[config.mk]
export PLATFORM = sky130hd
export DESIGN_NAME = serial_to_parallel
export DESIGN_NICKNAME = d
export VERILOG_FILES = /design/src/rtl/serial_to_parallel.sv
export SDC_FILE = /design/constraint.sdc
export NUM_CORES = 1
export LEC_CHECK = 0
export BUFFER_PORTS_ARGS = -buffer_cell sky130_fd_sc_hd__buf_2
export CELL_PAD_IN_SITES_DETAIL_PLACEMENT = 1
export CELL_PAD_IN_SITES_GLOBAL_PLACEMENT = 1
export CORE_AREA = 10 10 103 105
export DETAILED_ROUTE_END_ITERATION = 16
export DIE_AREA = 0 0 113 115
export GPL_ROUTABILITY_DRIVEN = 0
export PLACE_DENSITY_LB_ADDON = 0.1
export REMOVE_ABC_BUFFERS = 1
export SETUP_SLACK_MARGIN = 0.3
export SLEW_MARGIN = 0
export SYNTH_ARGS = -nofsm -noshare
export SYNTH_HDL_FRONTEND = slang
export SYNTH_SLANG_ARGS = --single-unit
[constraint.sdc]
create_clock -name clk -period 1.9 [get_ports clk]
set_input_delay 0.38 -clock clk [delete_from_list [all_inputs] [get_ports clk]]
set_output_delay 0.38 -clock clk [all_outputs]
set_load 0.01 [all_outputs]
[src/rtl/serial_to_parallel.sv]
// Serial-to-parallel SRAM write bridge: shifts in a 20-bit address and 16-bit data word
// LSB first, then runs a single SETUP / WRITE x2 / HOLD write cycle on the parallel bus.
module serial_to_parallel (
    input  logic        clk,
    input  logic        rst,
    input  logic        ctrl_en,
    input  logic        addr_in,
    input  logic        data_in,
    output logic [19:0] addr_out,
    output logic [15:0] data_out,
    output logic        chip_en,
    output logic        write_en,
    output logic        out_en,
    output logic        lower_byte_en,
    output logic        upper_byte_en
);

    localparam int unsigned ADDR_W = 20;
    localparam int unsigned DATA_W = 16;
    localparam int unsigned CNT_W  = 5;

    localparam logic [CNT_W-1:0] LAST_BIT  = CNT_W'(ADDR_W - 1);
    localparam logic [CNT_W-1:0] DATA_BITS = CNT_W'(DATA_W);

    localparam logic [2:0] IDLE     = 3'd0;
    localparam logic [2:0] SHIFT    = 3'd1;
    localparam logic [2:0] SETUP    = 3'd2;
    localparam logic [2:0] WRITE    = 3'd3;
    localparam logic [2:0] HOLD     = 3'd4;
    localparam logic [2:0] WAIT_LOW = 3'd5;

    logic [2:0]        state, state_next;
    logic [CNT_W-1:0]  bit_cnt, bit_cnt_next;
    logic              wr_cnt, wr_cnt_next;
    logic [ADDR_W-1:0] addr_sr, addr_sr_next, addr_out_next;
    logic [DATA_W-1:0] data_sr, data_sr_next, data_out_next;
    logic              mem_sel_c, write_sel_c;

    // State register plus registered outputs decoded from the upcoming state
    always_ff @(posedge clk) begin
        if (rst) begin
            state         <= IDLE;
            bit_cnt       <= '0;
            wr_cnt        <= 1'b0;
            addr_sr       <= '0;
            data_sr       <= '0;
            addr_out      <= '0;
            data_out      <= '0;
            chip_en       <= 1'b1;
            write_en      <= 1'b1;
            out_en        <= 1'b1;
            lower_byte_en <= 1'b1;
            upper_byte_en <= 1'b1;
        end else begin
            state         <= state_next;
            bit_cnt       <= bit_cnt_next;
            wr_cnt        <= wr_cnt_next;
            addr_sr       <= addr_sr_next;
            data_sr       <= data_sr_next;
            addr_out      <= addr_out_next;
            data_out      <= data_out_next;
            chip_en       <= ~mem_sel_c;
            write_en      <= ~write_sel_c;
            out_en        <= 1'b1;
            lower_byte_en <= ~mem_sel_c;
            upper_byte_en <= ~mem_sel_c;
        end
    end

    // Next-state, shift and output-load logic
    always_comb begin
        state_next    = state;
        bit_cnt_next  = bit_cnt;
        wr_cnt_next   = wr_cnt;
        addr_sr_next  = addr_sr;
        data_sr_next  = data_sr;
        addr_out_next = addr_out;
        data_out_next = data_out;

        case (state)
            IDLE: begin
                if (ctrl_en) begin
                    addr_sr_next[0] = addr_in;
                    data_sr_next[0] = data_in;
                    bit_cnt_next    = CNT_W'(1);
                    state_next      = SHIFT;
                end
            end
            SHIFT: begin
                if (!ctrl_en) begin
                    bit_cnt_next = '0;
                    state_next   = IDLE;
                end else begin
                    addr_sr_next[bit_cnt] = addr_in;
                    if (bit_cnt < DATA_BITS) begin
                        data_sr_next[bit_cnt[3:0]] = data_in;
                    end
                    if (bit_cnt == LAST_BIT) begin
                        // Final address bit arrives this edge, so load the merged word
                        addr_out_next = addr_sr_next;
                        data_out_next = data_sr;
                        state_next    = SETUP;
                    end else begin
                        bit_cnt_next = bit_cnt + CNT_W'(1);
                    end
                end
            end
            SETUP: begin
                wr_cnt_next = 1'b0;
                state_next  = WRITE;
            end
            WRITE: begin
                if (wr_cnt) begin
                    state_next = HOLD;
                end else begin
                    wr_cnt_next = 1'b1;
                end
            end
            HOLD: begin
                state_next = WAIT_LOW;
            end
            WAIT_LOW: begin
                if (!ctrl_en) begin
                    bit_cnt_next = '0;
                    state_next   = IDLE;
                end
            end
            default: begin
                bit_cnt_next = '0;
                state_next   = IDLE;
            end
        endcase
    end

    assign mem_sel_c   = (state_next == SETUP) || (state_next == WRITE) || (state_next == HOLD);
    assign write_sel_c = (state_next == WRITE);

endmodule

==> impl_metrics.yaml, run 1 <==
outcome:
  status: "completed"
cts:
  cts-htree-levels: 3
  clk_latency_ns: 0.36
  cts_tree: "built"
  clock_tree.buffer_depth: 2
  root_buffer: "clkbuf_8"
  numCtsBuffers: 9
  path_clk_slew_ns: 0.09
  cts_sinks: 82
worst_setup_path:
  cp.arrival_ns: 1.99
  r2r_start: "bit_cnt[0]"
  reg2reg_slack_ns: 0.20
  worstPathMaxFanout: 5
  slowest_delay_ns: 0.38
  start_kind: "register"
  reg2regPathDepth: 6
  crit_chain: "ha_4, and4bb_4, a211oi_4, nor2_2, or3_1, a21oi_1"
  reg2reg_to: "bit_cnt[3]"
  path_class: "reg2reg"
  slowest_stage: "dfxtp_4"
  crit_family: "simple AND/OR/NAND/NOR gates"
  crit_buf_inv: 0
  cp.required_ns: 2.19
  cp-end-kind: "register"
finish:
  nFillCells: 1014
  fin_util: 0.544
  layout.nets: 485
  layout.cells.non_filler: 589
  drive_gt1_frac: 0.337
  n_antenna_cell: 0
  area_growth_syn_to_layout_pct: 33.0
sta:
  tightestPinTransition_ns: 0.567
  relSlewSlack: 0.622
  hold_viol_final: 0
  fin_crit_sh: 0.894
  rsz0062_at_grt: "yes"
  final.setup_skew_ns: 0.0139
  fin_crit_ns: 1.70
  slew_viol_final: 0
  max_freq_ghz: 0.589
  holdWs_ns: 0.453
  setup_violations: 0
  setup_tns_ns: 0
pwr:
  p_leak_nw: 1.78
  worst_ir_drop_vdd_mv: 0.337
  seqPwrFrac: 0.519
  p_sw_frac: 0.234
  pwr-share-comb: 0.054
  internal_power_mw: 2.56
  clock_power_share: 0.426
  p_per_area_mw_per_mm2: 718
  power.switching_mw: 0.782
  p_total_mw: 3.34
min_path:
  hold_depth: 3
  hold_start: "data_in"
  hold-path-endpoint: "data_sr[3]"
  hold_path.class: "in2reg"
yosys:
  ys_ff_latch: 82
  ys.flop_type: "dfxtp_1"
  syn_area_mm2: 0.00350
  netlist_instances: 428
  synth_cell_types: 35
  ys_seq_area_frac: 0.469
  async_flop_share: 0
  avgSynthCellArea_um2: 8.18
  yosys_warnings: 0
  synth_edf_count: 0
floorplanning:
  start_util: 0.409
  die_width_um: 113
  io_pins: 46
  core-area_mm2: 0.00855
  die_y_um: 115
  die_area_mm2: 0.0130
  row_count: 34
detailed_routing:
  first_pass_iters: 4
  wl_um: 9870
  dr_total_vias: 3097
  routedWlPerCell_um: 16.8
  vias_per_cell: 5.26
  dr.first_iter.drc_count: 105
  drcViolationCount: 0
  ant_nets: 0
grt:
  antenna_found_initial: 0
  grt_max_degree: 43
  grt_pass1_wl_um: 15500
  track_usage: 0.144
  grt_pass1_vias: 3164
  overflow: 0
placed_design:
  io_buffers: 44
  place_inst: 557
  dp_hpwl_um: 6230
run:
  max_cap_viol_count: 0
## flip-flops by register name, indices dropped and copies added (netlist names)
| name | cells |
|---|---|
| addr_out | 20 |
| addr_sr | 19 |
| bit_cnt | 5 |
| data_out | 16 |
| data_sr | 16 |
| state | 3 |
| upper_byte_en | 1 |
| wr_cnt | 1 |
| write_en | 1 |
## cell type report
type / count / area [um2] / area share
clock buffer: 12 / 145 / 0.0312
timing repair buffer: 73 / 623 / 0.134
multi-input combinational: 306 / 2010 / 0.432
tap: 108 / 135 / 0.0290
inverter: 4 / 15.0 / 0.00322
sequential: 82 / 1650 / 0.355
clock inverter: 4 / 75.1 / 0.0161
## worst max path at each step
stage	start	slack, ns	cells after the start	to
2_1_floorplan	state[0]	-1.16	5	write_en
3_3_place_gp	bit_cnt[0]	0.18	6	addr_out[13]
3_5_place_dp	bit_cnt[0]	0.07	6	bit_cnt[0]
4_1_cts	bit_cnt[2]	0.19	5	bit_cnt[4]
5_1_grt	bit_cnt[0]	0.12	7	addr_out[9]
6_report	bit_cnt[0]	0.20	6	bit_cnt[3]
## worst reg2reg max path, delay by kind of cell (launching register included)
family	cells	cell delay [ns]
DFF	1	0.38
AOI/OAI and AO/OA	2	0.40
and+or+nand+nor	3	0.69
adders and majority gates	1	0.16
## logic make-up (layout without fill, tap and decap cells)
kind of cell	count (synthesis)	in the layout	share of synthesized area
fa+ha+maj	4	4	0.0143
simple gates	194	194	0.246
flops	82	82	0.469
other cells	1	1	0.00107
xor+xnor	1	1	0.00250
compound gates	76	76	0.128
mux	30	30	0.0862
buf+inv	40	93	0.0526
## metrics by stage
step / instance area (um2) / worst slack [ns]
after floorplan: 3330 / -1.16
after global placement: 3830 / 0.182
after detailed placement: 3830 / 0.0742
after CTS: 4180 / 0.190
after global routing: 4660 / 0.122
final: 4660 / 0.202
## placed cells by master, fill, tap and decap left out, types with 4 or more instances in the layout
cell,count
a211oi_1,7
a211oi_2,11
a21oi_1,36
a21oi_2,10
buf_12,6
buf_2,44
buf_4,10
buf_6,8
clkbuf_8,10
dfxtp_1,77
inv_1,4
mux2i_1,27
nand2_1,65
nand2_4,9
nand2b_1,7
nand3_1,25
nor2_1,42
nor2_2,10
nor2_4,6
o21ai_0,6
## power groups by stage
stage,combinational (mW),sequential [mW],clock [mW]
final,0.181,1.74,1.43
after global routing,0.199,1.74,1.54
after CTS,0.162,1.74,1.46
after detailed placement,0.154,1.78,0
after global placement,0.151,1.78,0
after floorplan,0.0664,1.78,0
## metal layers
metal  global-route usage  vias up  routed length [um]
met1                0.178     1507                4580
met2                0.230       40                4720
li1                     -     1537                   -
met4               0.0668        0                 150
met3               0.0380       13                 422
met5                    0        -                   0
## Yosys cell counts (2+ instances only)
cell	n	area share
nand3_1	25	0.036
buf_1	3	0.0032
nor2_1	58	0.062
dfxtp_1	82	0.47
clkbuf_1	20	0.021
mux2i_1	29	0.083
a21oi_1	46	0.066
buf_2	6	0.0086
or3_1	3	0.0054
nand2b_1	11	0.020
buf_4	7	0.015
ha_1	4	0.014
nand2_1	77	0.083
o21ai_0	6	0.0086
inv_1	4	0.0043
a311oi_1	3	0.0075
a211oi_1	18	0.039
nor2b_1	4	0.0071
nand3b_1	2	0.0043
nor3_1	5	0.0071
## repair_timing
item                       in CTS  in global routing
cloned                          1                  3
hold buffers                    0                  0
setup endpoints to repair      73                 70
pin swaps                       2                 31
setup buffers                   4                  8
gates resized for setup        22                 86
(Power assumes the default switching activity.)
==> run 2: changes to the inputs <==
--- a/config.mk
+++ b/config.mk
@@ -9,6 +9,7 @@
 export CELL_PAD_IN_SITES_DETAIL_PLACEMENT = 1
 export CELL_PAD_IN_SITES_GLOBAL_PLACEMENT = 1
 export CORE_AREA = 10 10 103 105
+export CTS_BUF_LIST = sky130_fd_sc_hd__clkbuf_16
 export DETAILED_ROUTE_END_ITERATION = 16
 export DIE_AREA = 0 0 113 115
 export GPL_ROUTABILITY_DRIVEN = 0
==> run 2 against run 1 <==
Against the previous run:
- hold slack improved by 0.0034 ns
- clock power rose by 29%
- wire length up 6.4%
- core utilization rose by 3.5 points
- register-to-register slack worse by 0.03 ns
- clock skew fell by 0.0042 ns
- sequential share of layout area is 2.1 points lower
- critical path type unchanged
==> impl_metrics.yaml, run 2 (synthesized netlist as in run 1, its figures left out) <==
sta:
  hold_viol_final: 0
  final.setup_skew_ns: 0.00970
  setup_violations: 0
  slew_viol_final: 0
  fin_crit_ns: 1.73
  tightestPinTransition_ns: 0.597
  relSlewSlack: 0.602
  rsz0062_at_grt: "yes"
  holdWs_ns: 0.456
  fin_crit_sh: 0.910
  max_freq_ghz: 0.578
placed_design:
  placedInstanceArea_mm2: 0.00383
  io_buffers: 44
  dp_hpwl_um: 6230
  place_inst: 557
finish:
  largestRegisters: "addr_out (20), addr_sr (19)"
  area_growth_syn_to_layout_pct: 41.7
  layout_commonest_cell: "dfxtp_1"
  layout.nets: 491
  mostFrequentLayoutCells: "dfxtp_1, nand2_1, buf_2"
  n_antenna_cell: 0
  largest_register_ffs: 20
  final_cell_area_mm2: 0.00496
  nFillCells: 986
  regMostFlops: "addr_out"
  layout.cells.non_filler: 595
  drive_gt1_frac: 0.388
floorplanning:
  row_count: 34
  die_area_mm2: 0.0130
  die_y_um: 115
  die_width_um: 113
  start_util: 0.409
  io_pins: 46
  core-area_mm2: 0.00855
detailed_routing:
  vias_per_cell: 5.35
  dr_total_vias: 3181
  drcViolationCount: 0
  routedWlPerCell_um: 17.6
  ant_nets: 0
  dr.first_iter.drc_count: 123
  first_pass_iters: 4
  wl_um: 10500
worst_setup_path:
  start_kind: "register"
  worstPathMaxFanout: 5
  cp-end-kind: "register"
  cp.arrival_ns: 1.98
  path_class: "reg2reg"
  cp.required_ns: 2.15
grt:
  antenna_found_initial: 0
  overflow: 0
  grt_pass1_wl_um: 16300
  track_usage: 0.153
  grt_max_degree: 43
  grt_pass1_vias: 3276
cts:
  clk_latency_ns: 0.33
  clock_tree.buffer_depth: 2
  cts_hold_buffers: 0
  root_buffer: "clkbuf_16"
  cts_sinks: 82
  path_clk_slew_ns: 0.06
  cts-htree-levels: 3
  cts_tree: "built"
  numCtsBuffers: 9
pwr:
  p_total_mw: 3.79
  p_leak_nw: 1.94
  p_per_area_mw_per_mm2: 764
  worst_ir_drop_vdd_mv: 0.594
min_path:
  hold_path.class: "reg2reg"
run:
  max_cap_viol_count: 0
outcome:
  status: "completed"
## run 2: changes by cell type in the layout (fill, tap and decap cells not counted), moves of 8 or more
cell       change
clkbuf_16      +8
clkbuf_8      -10
a21oi_2        +8
a21oi_1        -9
## run 2: final timing paths
check | startpoint | endpoint | slack, ns | cells after the start
min reg2reg | addr_sr[8] | addr_sr[8] | 0.46 | 2
min | addr_sr[8] | addr_sr[8] | 0.46 | 2
max | bit_cnt[0] | bit_cnt[4] | 0.17 | 6
max reg2reg | bit_cnt[0] | bit_cnt[4] | 0.17 | 6
## run 2: timing repair
item                       in CTS  in global routing
resized for setup              41                104
buffers inserted               11                  6
setup endpoints to repair      71                 69
hold endpoints to repair        0                  0
pin swaps                       7                 45
cloned                          3                  2
## run 2: stage by stage
stage	worst slack [ns]	setup TNS (ns)	util
detailed placement	0.0742	0	0.448
global placement	0.182	0	0.448
CTS	0.225	0	0.521
floorplan	-1.16	-42.17	-
finish	0.170	0	0.580
global route	0.0943	0	0.580
## run 2: per-layer routing
metal / up-vias / global-route usage / wire, um
met1: 1570 / 0.182 / 4700
met3: 13 / 0.0427 / 436
met2: 49 / 0.259 / 5200
met5: - / 0 / 0
li1: 1549 / - / -
met4: 0 / 0.0516 / 152
## run 2: power by group
part	internal [mW]	switching, mW
clock	1.14	0.712
combinational	0.0648	0.133
sequential	1.73	0.0113
total	2.93	0.856
## run 2: layout make-up
class	instances	area, um2	area share
Clock inverter	7	86.3	0.0174
Inverter	4	15.0	0.00303
Clock buffer	9	225	0.0454
Timing Repair Buffer	79	698	0.141
Multi-Input combinational cell	306	2140	0.432
Tap cell	108	135	0.0273
Sequential cell	82	1660	0.334
## run 2: critical path, cell delays in order, from the launching register on
cell and delay, ns:
dfxtp_4 0.37, ha_4 0.16, and4bb_4 0.21, a211oi_4 0.23, o21ai_2 0.10, or3_1 0.40
a21oi_1 0.17
==> run 3: changes to the inputs <==
--- a/config.mk
+++ b/config.mk
@@ -5,13 +5,13 @@
 export SDC_FILE = /design/constraint.sdc
 export NUM_CORES = 1
 export LEC_CHECK = 0
-export BUFFER_PORTS_ARGS = -buffer_cell sky130_fd_sc_hd__buf_2
+export BUFFER_PORTS_ARGS = -buffer_cell sky130_fd_sc_hd__buf_4
 export CELL_PAD_IN_SITES_DETAIL_PLACEMENT = 1
 export CELL_PAD_IN_SITES_GLOBAL_PLACEMENT = 1
-export CORE_AREA = 10 10 103 105
+export CORE_AREA = 2 2 95 97
 export CTS_BUF_LIST = sky130_fd_sc_hd__clkbuf_16
 export DETAILED_ROUTE_END_ITERATION = 16
-export DIE_AREA = 0 0 113 115
+export DIE_AREA = 0 0 97 99
 export GPL_ROUTABILITY_DRIVEN = 0
 export PLACE_DENSITY_LB_ADDON = 0.1
 export REMOVE_ABC_BUFFERS = 1
==> run 3 against run 2 <==
Against the previous run:
- clock power down 8%
- hold slack worse by 0.033 ns
- register-to-register slack hardly changed
- wire length is 0.57% higher
- critical path depth rose by 1
- setup slack got worse by 0.013 ns
- largest cell class unchanged
==> impl_metrics.yaml, run 3 (synthesized netlist as in run 1, its figures left out) <==
min_path:
  hold_path.class: "in2reg"
  hold_depth: 3
finish:
  nFillCells: 986
  seqCellArea_mm2: 0.00166
  largest_register_ffs: 20
  layout.nets: 495
  drive_gt1_frac: 0.381
  area_growth_syn_to_layout_pct: 44.1
  layout_commonest_cell: "dfxtp_1"
  multi_input_area_mm2: 0.00212
  layout.cells.non_filler: 599
  largestRegisters: "addr_out (20), addr_sr (19)"
  regMostFlops: "addr_out"
  mostFrequentLayoutCells: "dfxtp_1, buf_4, nand2_1"
  fin_util: 0.590
  n_antenna_cell: 0
cts:
  cts_sinks: 82
  cts_tree: "built"
  cts-htree-levels: 3
  path_clk_slew_ns: 0.06
  numCtsBuffers: 9
  clock_tree.buffer_depth: 2
  clk_latency_ns: 0.34
  root_buffer: "clkbuf_16"
run:
  max_cap_viol_count: 0
detailed_routing:
  ant_nets: 0
  drcViolationCount: 0
  vias_per_cell: 5.33
  routedWlPerCell_um: 17.6
  dr_total_vias: 3190
  first_pass_iters: 4
  dr.first_iter.drc_count: 107
  wl_um: 10600
sta:
  fin_crit_ns: 1.74
  tightestPinTransition_ns: 0.598
  max_freq_ghz: 0.574
  relSlewSlack: 0.600
  holdWs_ns: 0.423
  slew_viol_final: 0
  final.setup_skew_ns: 0.00619
  setup_violations: 0
  fin_crit_sh: 0.917
  rsz0062_at_grt: "yes"
  hold_viol_final: 0
  setup_tns_ns: 0
worst_setup_path:
  path_class: "reg2reg"
  start_kind: "register"
  worstPathMaxFanout: 5
  cp.arrival_ns: 2.00
  reg2regPathDepth: 7
  cp-end-kind: "register"
  cp.required_ns: 2.16
grt:
  use_met2: 0.315
  grt_max_degree: 36
  grt_pass1_vias: 3015
  track_usage: 0.193
  grt_busiest_layer: "met2"
  overflow: 0
  grtUsageMet1: 0.260
  met3_usage: 0.0326
  antenna_found_initial: 0
  grt_pass1_wl_um: 14900
pwr:
  p_sw_frac: 0.232
  internal_power_mw: 2.79
  p_per_area_mw_per_mm2: 720
  worst_ir_drop_vdd_mv: 0.457
  p_total_mw: 3.63
  seqPwrFrac: 0.479
  clock_power_share: 0.468
  pwr-share-comb: 0.054
  power.switching_mw: 0.843
  p_leak_nw: 1.98
outcome:
  status: "completed"
floorplanning:
  die_y_um: 99
  io_pins: 46
  start_util: 0.409
  row_count: 34
  die_width_um: 97
  die_area_mm2: 0.00960
  core-area_mm2: 0.00855
placed_design:
  io_buffers: 44
  dp_hpwl_um: 5700
  place_inst: 559
[run 3: cell types whose count changed in the layout (fill, tap and decap cells not counted), sizes merged]
| cell | delta |
|---|---|
| inv | -2 |
| clkinvlp | -2 |
| clkbuf | +1 |
| buf | +3 |
| bufinv | -1 |
| clkinv | +5 |
[run 3: power by group through the flow]
stage	Combinational (mW)	Clock (mW)	Sequential [mW]
after floorplan	0.0664	0	1.78
after global placement	0.148	0	1.78
after detailed placement	0.150	0	1.78
after CTS	0.162	1.72	1.74
after global routing	0.211	1.80	1.74
final	0.195	1.70	1.74
[run 3: worst paths after layout]
check / from / endpoint / slack [ns]
worst min-delay path: data_in / data_sr[3] / 0.42
worst max-delay path: bit_cnt[0] / bit_cnt[3] / 0.16
worst min register to register: data_out[3] / data_out[3] / 0.46
worst max register to register: bit_cnt[0] / bit_cnt[3] / 0.16
[run 3: metrics by stage]
| step | worst slack [ns] | instance area (um2) |
|---|---|---|
| 6_report | 0.157 | 5040 |
| 5_1_grt | 0.123 | 5040 |
| 4_1_cts | 0.213 | 4400 |
| 3_5_place_dp | 0.157 | 3930 |
| 3_3_place_gp | 0.133 | 3930 |
| 2_1_floorplan | -1.16 | 3330 |
[run 3: worst max-delay path: stages, from the launching register on]
cell and delay, ns:
dfxtp_4 0.37, ha_4 0.16, and4bb_4 0.22, a211oi_4 0.27, buf_4 0.16, nor2_4 0.04, or3_1 0.33, a21oi_1 0.13
[run 3: repair_timing]
item	CTS	global route
setup endpoints to repair	67	72
gates resized for setup	26	114
gates cloned	1	3
pin swaps	7	45
hold buffers	0	0
hold endpoints to repair	0	0
setup buffers	6	14
[run 3: cell type report]
type / count / share of cell area
Inverter: 4 / 0.00298
Timing Repair Buffer: 83 / 0.163
Sequential cell: 82 / 0.330
Clock inverter: 7 / 0.0119
Tap cell: 108 / 0.0268
Clock buffer: 9 / 0.0447
Multi-Input combinational cell: 306 / 0.421
[run 3: routing by layer]
layer,wire (um),part of all wire
met4,155,0.015
met5,0,0
met3,332,0.031
met1,4620,0.44
met2,5450,0.52
